File: config.mk
export PLATFORM = sky130hd
export DESIGN_NAME = reg_file
export DESIGN_NICKNAME = d
export VERILOG_FILES = /design/src/rtl/reg_file.sv
export SDC_FILE = /design/constraint.sdc
export NUM_CORES = 2
export LEC_CHECK = 0
export CAP_MARGIN = 5
export CORE_AREA = 2 2 351 353
export DETAILED_ROUTE_END_ITERATION = 6
export DIE_AREA = 0 0 353 355
export SKIP_LAST_GASP = 1
export SLEW_MARGIN = 20
export SYNTH_ARGS = -nofsm -noshare
export SYNTH_HDL_FRONTEND = slang
export SYNTH_SLANG_ARGS = --single-unit
File: constraint.sdc
create_clock -name clk -period 2.6 [get_ports clk]
set_clock_uncertainty 0.15 [all_clocks]
set_input_delay 0.39 -clock clk [delete_from_list [all_inputs] [get_ports clk]]
set_output_delay 0.39 -clock clk [all_outputs]
set_load 0.005 [all_outputs]
File: src/rtl/reg_file.sv
// RV32I integer register file: 32 x 32-bit registers, two combinational read
// ports, one synchronous write port, x0 hardwired to zero.
module reg_file #(
    parameter int DATA_W = 32,
    parameter int ADDR_W = 5
) (
    input  logic              clk,
    input  logic              rst_n,
    input  logic [ADDR_W-1:0] rs1,
    input  logic [ADDR_W-1:0] rs2,
    input  logic [ADDR_W-1:0] rd,
    input  logic [DATA_W-1:0] rd_d,
    input  logic              reg_wr,
    output logic [DATA_W-1:0] rs1_d,
    output logic [DATA_W-1:0] rs2_d
);

    localparam int N_REGS = 2 ** ADDR_W;

    logic [DATA_W-1:0] r_regs [N_REGS];
    logic              w_wr_en;

    assign w_wr_en = reg_wr && (rd != '0);

    // NOTE: this array is deliberately reset, so it maps to flops rather than
    // a RAM macro; the core relies on every register reading zero after reset.
    always_ff @(posedge clk or negedge rst_n) begin
        if (!rst_n) begin
            for (int i = 0; i < N_REGS; i++) begin
                // NOTE: sequential state uses non-blocking assignment so every
                // flop samples pre-edge values regardless of statement order.
                r_regs[i] <= '0;
            end
        end else if (w_wr_en) begin
            r_regs[rd] <= rd_d;
        end
    end

    // Reads return stored contents only, so a same-cycle write is not bypassed.
    assign rs1_d = (rs1 == '0) ? '0 : r_regs[rs1];
    assign rs2_d = (rs2 == '0) ? '0 : r_regs[rs2];

endmodule

======== After elaboration in Yosys (flattened, before gate mapping) ========
Index checks and enable logic that the tools add are counted.
W data, S select, Z words.
word-level totals
  register bits after elaboration ......... 1024
  input port bits ......................... 50
  output and inout port bits .............. 64
  logic and storage cells ................. 55
operators by class
  magnitude comparators ................... 4
  muxes and demuxes ....................... 11
  bitwise gates (word level) .............. 3
  reductions and logical operators ........ 5
operators with widths
  cell                  number
  $bwmux W1024          1
  $bmux W32 S5          2
  $mux W32              7
  $demux W32 S5         1
  $ge A6 B6 Y1 const B  3
  $not A5 Y6            3
  $logic_not A5 Y1      2
  $lt A6 B1 Y1 const B  1
  $reduce_bool A5 Y1    1
  $logic_and A1 B1 Y1   2

======== Logic depth before layout (Yosys ltp) ========
  word-level depth ........................ 6
  gate-level depth with buffers ........... 7
  depth with buffers taken out ............ 4

======== Worst setup path before layout ========
Ideal clock, no wire load.
  path type ............................... input-to-output
  start ................................... input port rs2[1]
  end ..................................... output port rs2_d[0]
  arrival time ............................ 1.804 ns
  required time ........................... 2.060 ns
  path slack .............................. 0.256 ns
  stages .................................. 6
  buffers on the path ..................... 2
  path through ............................ buf_2 > buf_2 > mux4_2 > mux2_2 > o21ai_0 > a311oi_1
between the ends
  word-level cells in the longest chain between the ends .. 5
  elaborated cells on any way between the ends .. 6
  classes of those cells .................. 4 x mux; 1 x bitwise; 1 x reduce/logical
RTL lines
  what                                          line  source
  start: declaration                            10    input logic [ADDR_W-1:0] rs2,
  $not A5 Y6 (not written as such)              41    assign rs2_d = (rs2 == '0) ? '0 : r_regs[rs2];
  $bmux W32 S5                                  41
  $mux W32 (not written as such) (2 in series)  41
  $mux W32 (*)                                  41
  end: declaration                              15    output logic [DATA_W-1:0] rs2_d
Every way passes the cells marked *; elsewhere a longest branch is shown, timed or not. The select of a mux whose other input is x is not followed.

======== Worst setup path after layout ========
  start ................................... register r_regs[520] (netlist name)
  end ..................................... output port rs2_d[8]
between the ends
  word-level cells in the longest chain between the ends .. 4
RTL lines
  what                                          line  source
  start: declaration                            20    logic [DATA_W-1:0] r_regs [N_REGS];
  start signal: indexed assignment              35    r_regs[rd] <= rd_d;
  $bmux W32 S5                                  41
  $mux W32 (not written as such) (2 in series)  41
  $mux W32                                      41
Every way passes these cells. The select of a mux whose other input is x is not followed.

==> out/qor.yml <==
outcome: "finished with violations"
violations: "setup timing"
crit_chain: "buf_6 -> mux4_2 -> mux2_4 -> o21ai_4 -> a311oi_2 -> buf_4 -> buf_6"
clk_latency_ps: 730
critPathMaxFanout: 2
seqPwrFrac: 0.426
largest_register_ffs: 1024
routedLengthMet1_mm: 82.29
cts_buffers: 116
cts.sinks: 1024
grt.total_usage: 0.3002
cts_tree: "yes"
routed_wl_mm: 188.1
firstDrtPassIters: 5
grt_pass1_vias: 37990
core-area_mm2: 0.1214
wl_per_cell_um: 32.72
sw_frac_of_total: 0.2736
hold_viol: 0
layout_common_cells: "1024 x dfrtp_1, 1009 x mux2_2, 448 x mux4_2"
io_pins: 114
period_share: 1.158
leakagePower_uw: 0.02955
place_hpwl_mm: 123.4
synth_nets: 3671
die-width_um: 353
grt_max_degree: 84
top_layer_used: "met4"
synth_area_mm2: 0.05437
min_period_ps: 3011
slew_violations: 0
placed_cell_area_mm2: 0.06227
power_density_mw_per_mm2: 730.5
required_ps: 2060
start_util: 0.4479
setup_violations: 64
p_clk_frac: 0.351
setup_slack_ps: -411.3
row_count: 128
grt_antenna_before_repair: 1
max_stage_delay_ps: 450
tightestPinTransition_ps: 719.4
drive_gt1_frac: 0.6448
top_register: "r_regs"
max_slew_margin: 0.5194
rrSetupSlack_ps: 1430
max-cap-violations: 0
die_area_mm2: 0.1253
arrival_ps: 2470
drc: 0
dp_slack_ps: -1026
yosysSeqAreaShare: 0.4713
routed-via-count: 37110
gp_congestion: 0.8503
cp-end-kind: "output port"
critPathKind: "reg -> out"
clock_path_buffers: 3
cp_slowest_cell: "mux4_2"
die_y_um: 355
max_freq_ghz: 0.3321
grt_first_pass_wirelength_mm: 274.3
cts_max_level: 3
top_regs: "r_regs: 1024 flops"
power.switching_uw: 13640
start_kind: "register"
layout.nets: 4079
synth.distinct_cells: 35
area_growth_pct: 25.47
cts_root_buf: "clkbuf_16"
detail-route-antenna-nets: 0
p_int_uw: 36200
cts.clk_slew.worst_paths_ps: 60
crit_top_cell: "buf_6"
ir_drop_mv: 0.6036
syn_area_per_cell_um2: 15.02
path_delay_family: "multiplexers"
design_area_mm2: 0.06822
grt_overflow_total: 0
final_common_cell: "dfrtp_1"
portBuffers: 113
cp.buffers_inverters: 3
met3WireLength_mm: 12.15
hold_path_class: "in -> async"
pwr-share-comb: 0.223
synth_warnings: 0
drtIter0Drc: 3527
viasPerCell: 6.453
rsz0062_at_grt: "yes"
dr_wl_met2_mm: 87.08
netlist_instances: 3621
ys_seq_elements: 1024
worst reg2reg max path, cell delays in order, from the launching register on:
cell	delay, ps
dfrtp_1	400
buf_4	140
buf_4	120
mux2_2	250
layer usage:
metal | vias to the layer above | track usage
li1 | 14920 | -
met1 | 20360 | 0.4360
met2 | 1495 | 0.4665
met3 | 330 | 0.04200
met4 | 0 | 0.1023
met5 | - | 0
Yosys cell counts:
| library cell | n | area (µm²) |
|---|---|---|
| and2_1 | 1 | 6.260 |
| or4_1 | 2 | 15.01 |
| a211oi_1 | 64 | 480.5 |
| or2_2 | 2 | 12.51 |
| a221oi_1 | 46 | 402.9 |
| clkbuf_4 | 1 | 7.510 |
| a22oi_1 | 64 | 480.5 |
| mux2i_1 | 128 | 1281 |
| buf_2 | 170 | 850.8 |
| o2111ai_1 | 18 | 157.7 |
| nand2_1 | 49 | 183.9 |
| nand3_1 | 1 | 5.000 |
| mux2_2 | 1046 | 11780 |
| nand4_1 | 1 | 6.260 |
| nor3_1 | 3 | 15.01 |
| o21ai_1 | 9 | 45.04 |
| nor3b_1 | 2 | 15.01 |
| nor2_1 | 19 | 71.32 |
| nor4_2 | 1 | 12.51 |
| clkbuf_2 | 1 | 5.000 |
| inv_1 | 2 | 7.510 |
| or3_1 | 3 | 18.77 |
| mux2_1 | 10 | 112.6 |
| dfrtp_1 | 1024 | 25620 |
| buf_1 | 3 | 11.26 |
| and2_0 | 1 | 6.260 |
| and3_1 | 1 | 6.260 |
| clkbuf_1 | 223 | 837.1 |
| mux4_2 | 448 | 10090 |
| o21ai_0 | 101 | 505.5 |
| nand2b_1 | 5 | 31.28 |
| nand4b_1 | 3 | 26.28 |
| buf_4 | 34 | 255.2 |
| a311oi_1 | 64 | 560.5 |
| nor2b_1 | 71 | 444.2 |
logic make-up after synthesis:
family,share of synthesized area
AO/OA/AOI/OAI,0.04842
buffers and inverters,0.03631
flip-flops,0.4713
multiplexers,0.4279
AND/OR/NAND/NOR,0.01611
stage by stage:
step                hold WS, ps  cells  total power [µW]  setup TNS, ps    util
detailed placement        193.6   5511             31650         -71800  0.5130
global route              67.94   5750             51770         -19480  0.5619
floorplan                -55.59   3621             27590              0       -
CTS                       20.38   5728             49710         -19030  0.5573
global placement          190.3   5511             31330         -75880  0.5130
finish                    49.72   5750             49830         -16070  0.5619
final cells by class:
class,instances,area (µm²)
timing repair buffer,722,7700
sequential,1024,25620
multi-input combinational,2163,28790
clock buffer,164,3377
inverter,2,12.51
fill,9820,53180
clock inverter,49,674.4
antenna,1,2.502
tap,1625,2033
timing repair:
action                                  in CTS  in global routing
gates cloned                                 3                  1
hold endpoints to repair                   391                  0
hold buffers                                 1                  0
endpoints found under the setup margin      64                 64
setup buffers                               35                 22
gates resized for setup                    621                 80
pin swaps                                   92                 51
power groups by stage:
stage	clock, µW	sequential [µW]	combinational [µW]
after floorplan	0	20600	7000
final	17500	21200	11100
after global routing	18400	21600	11800
after detailed placement	0	21400	10200
after CTS	17700	21100	10900
after global placement	0	21300	10100
final timing paths:
kind,end,depth (start not counted),startpoint
max reg2reg,r_regs[531],3,r_regs[531]
min in group clk,r_regs[1017],0,r_regs[1017]
min,r_regs[732],2,rst_n
max,rs2_d[8],7,r_regs[520]
min reg2reg,r_regs[1017],0,r_regs[1017]
max in group asynchronous,r_regs[141],4,rst_n
No activity file was read; power rests on OpenSTA's default activity.
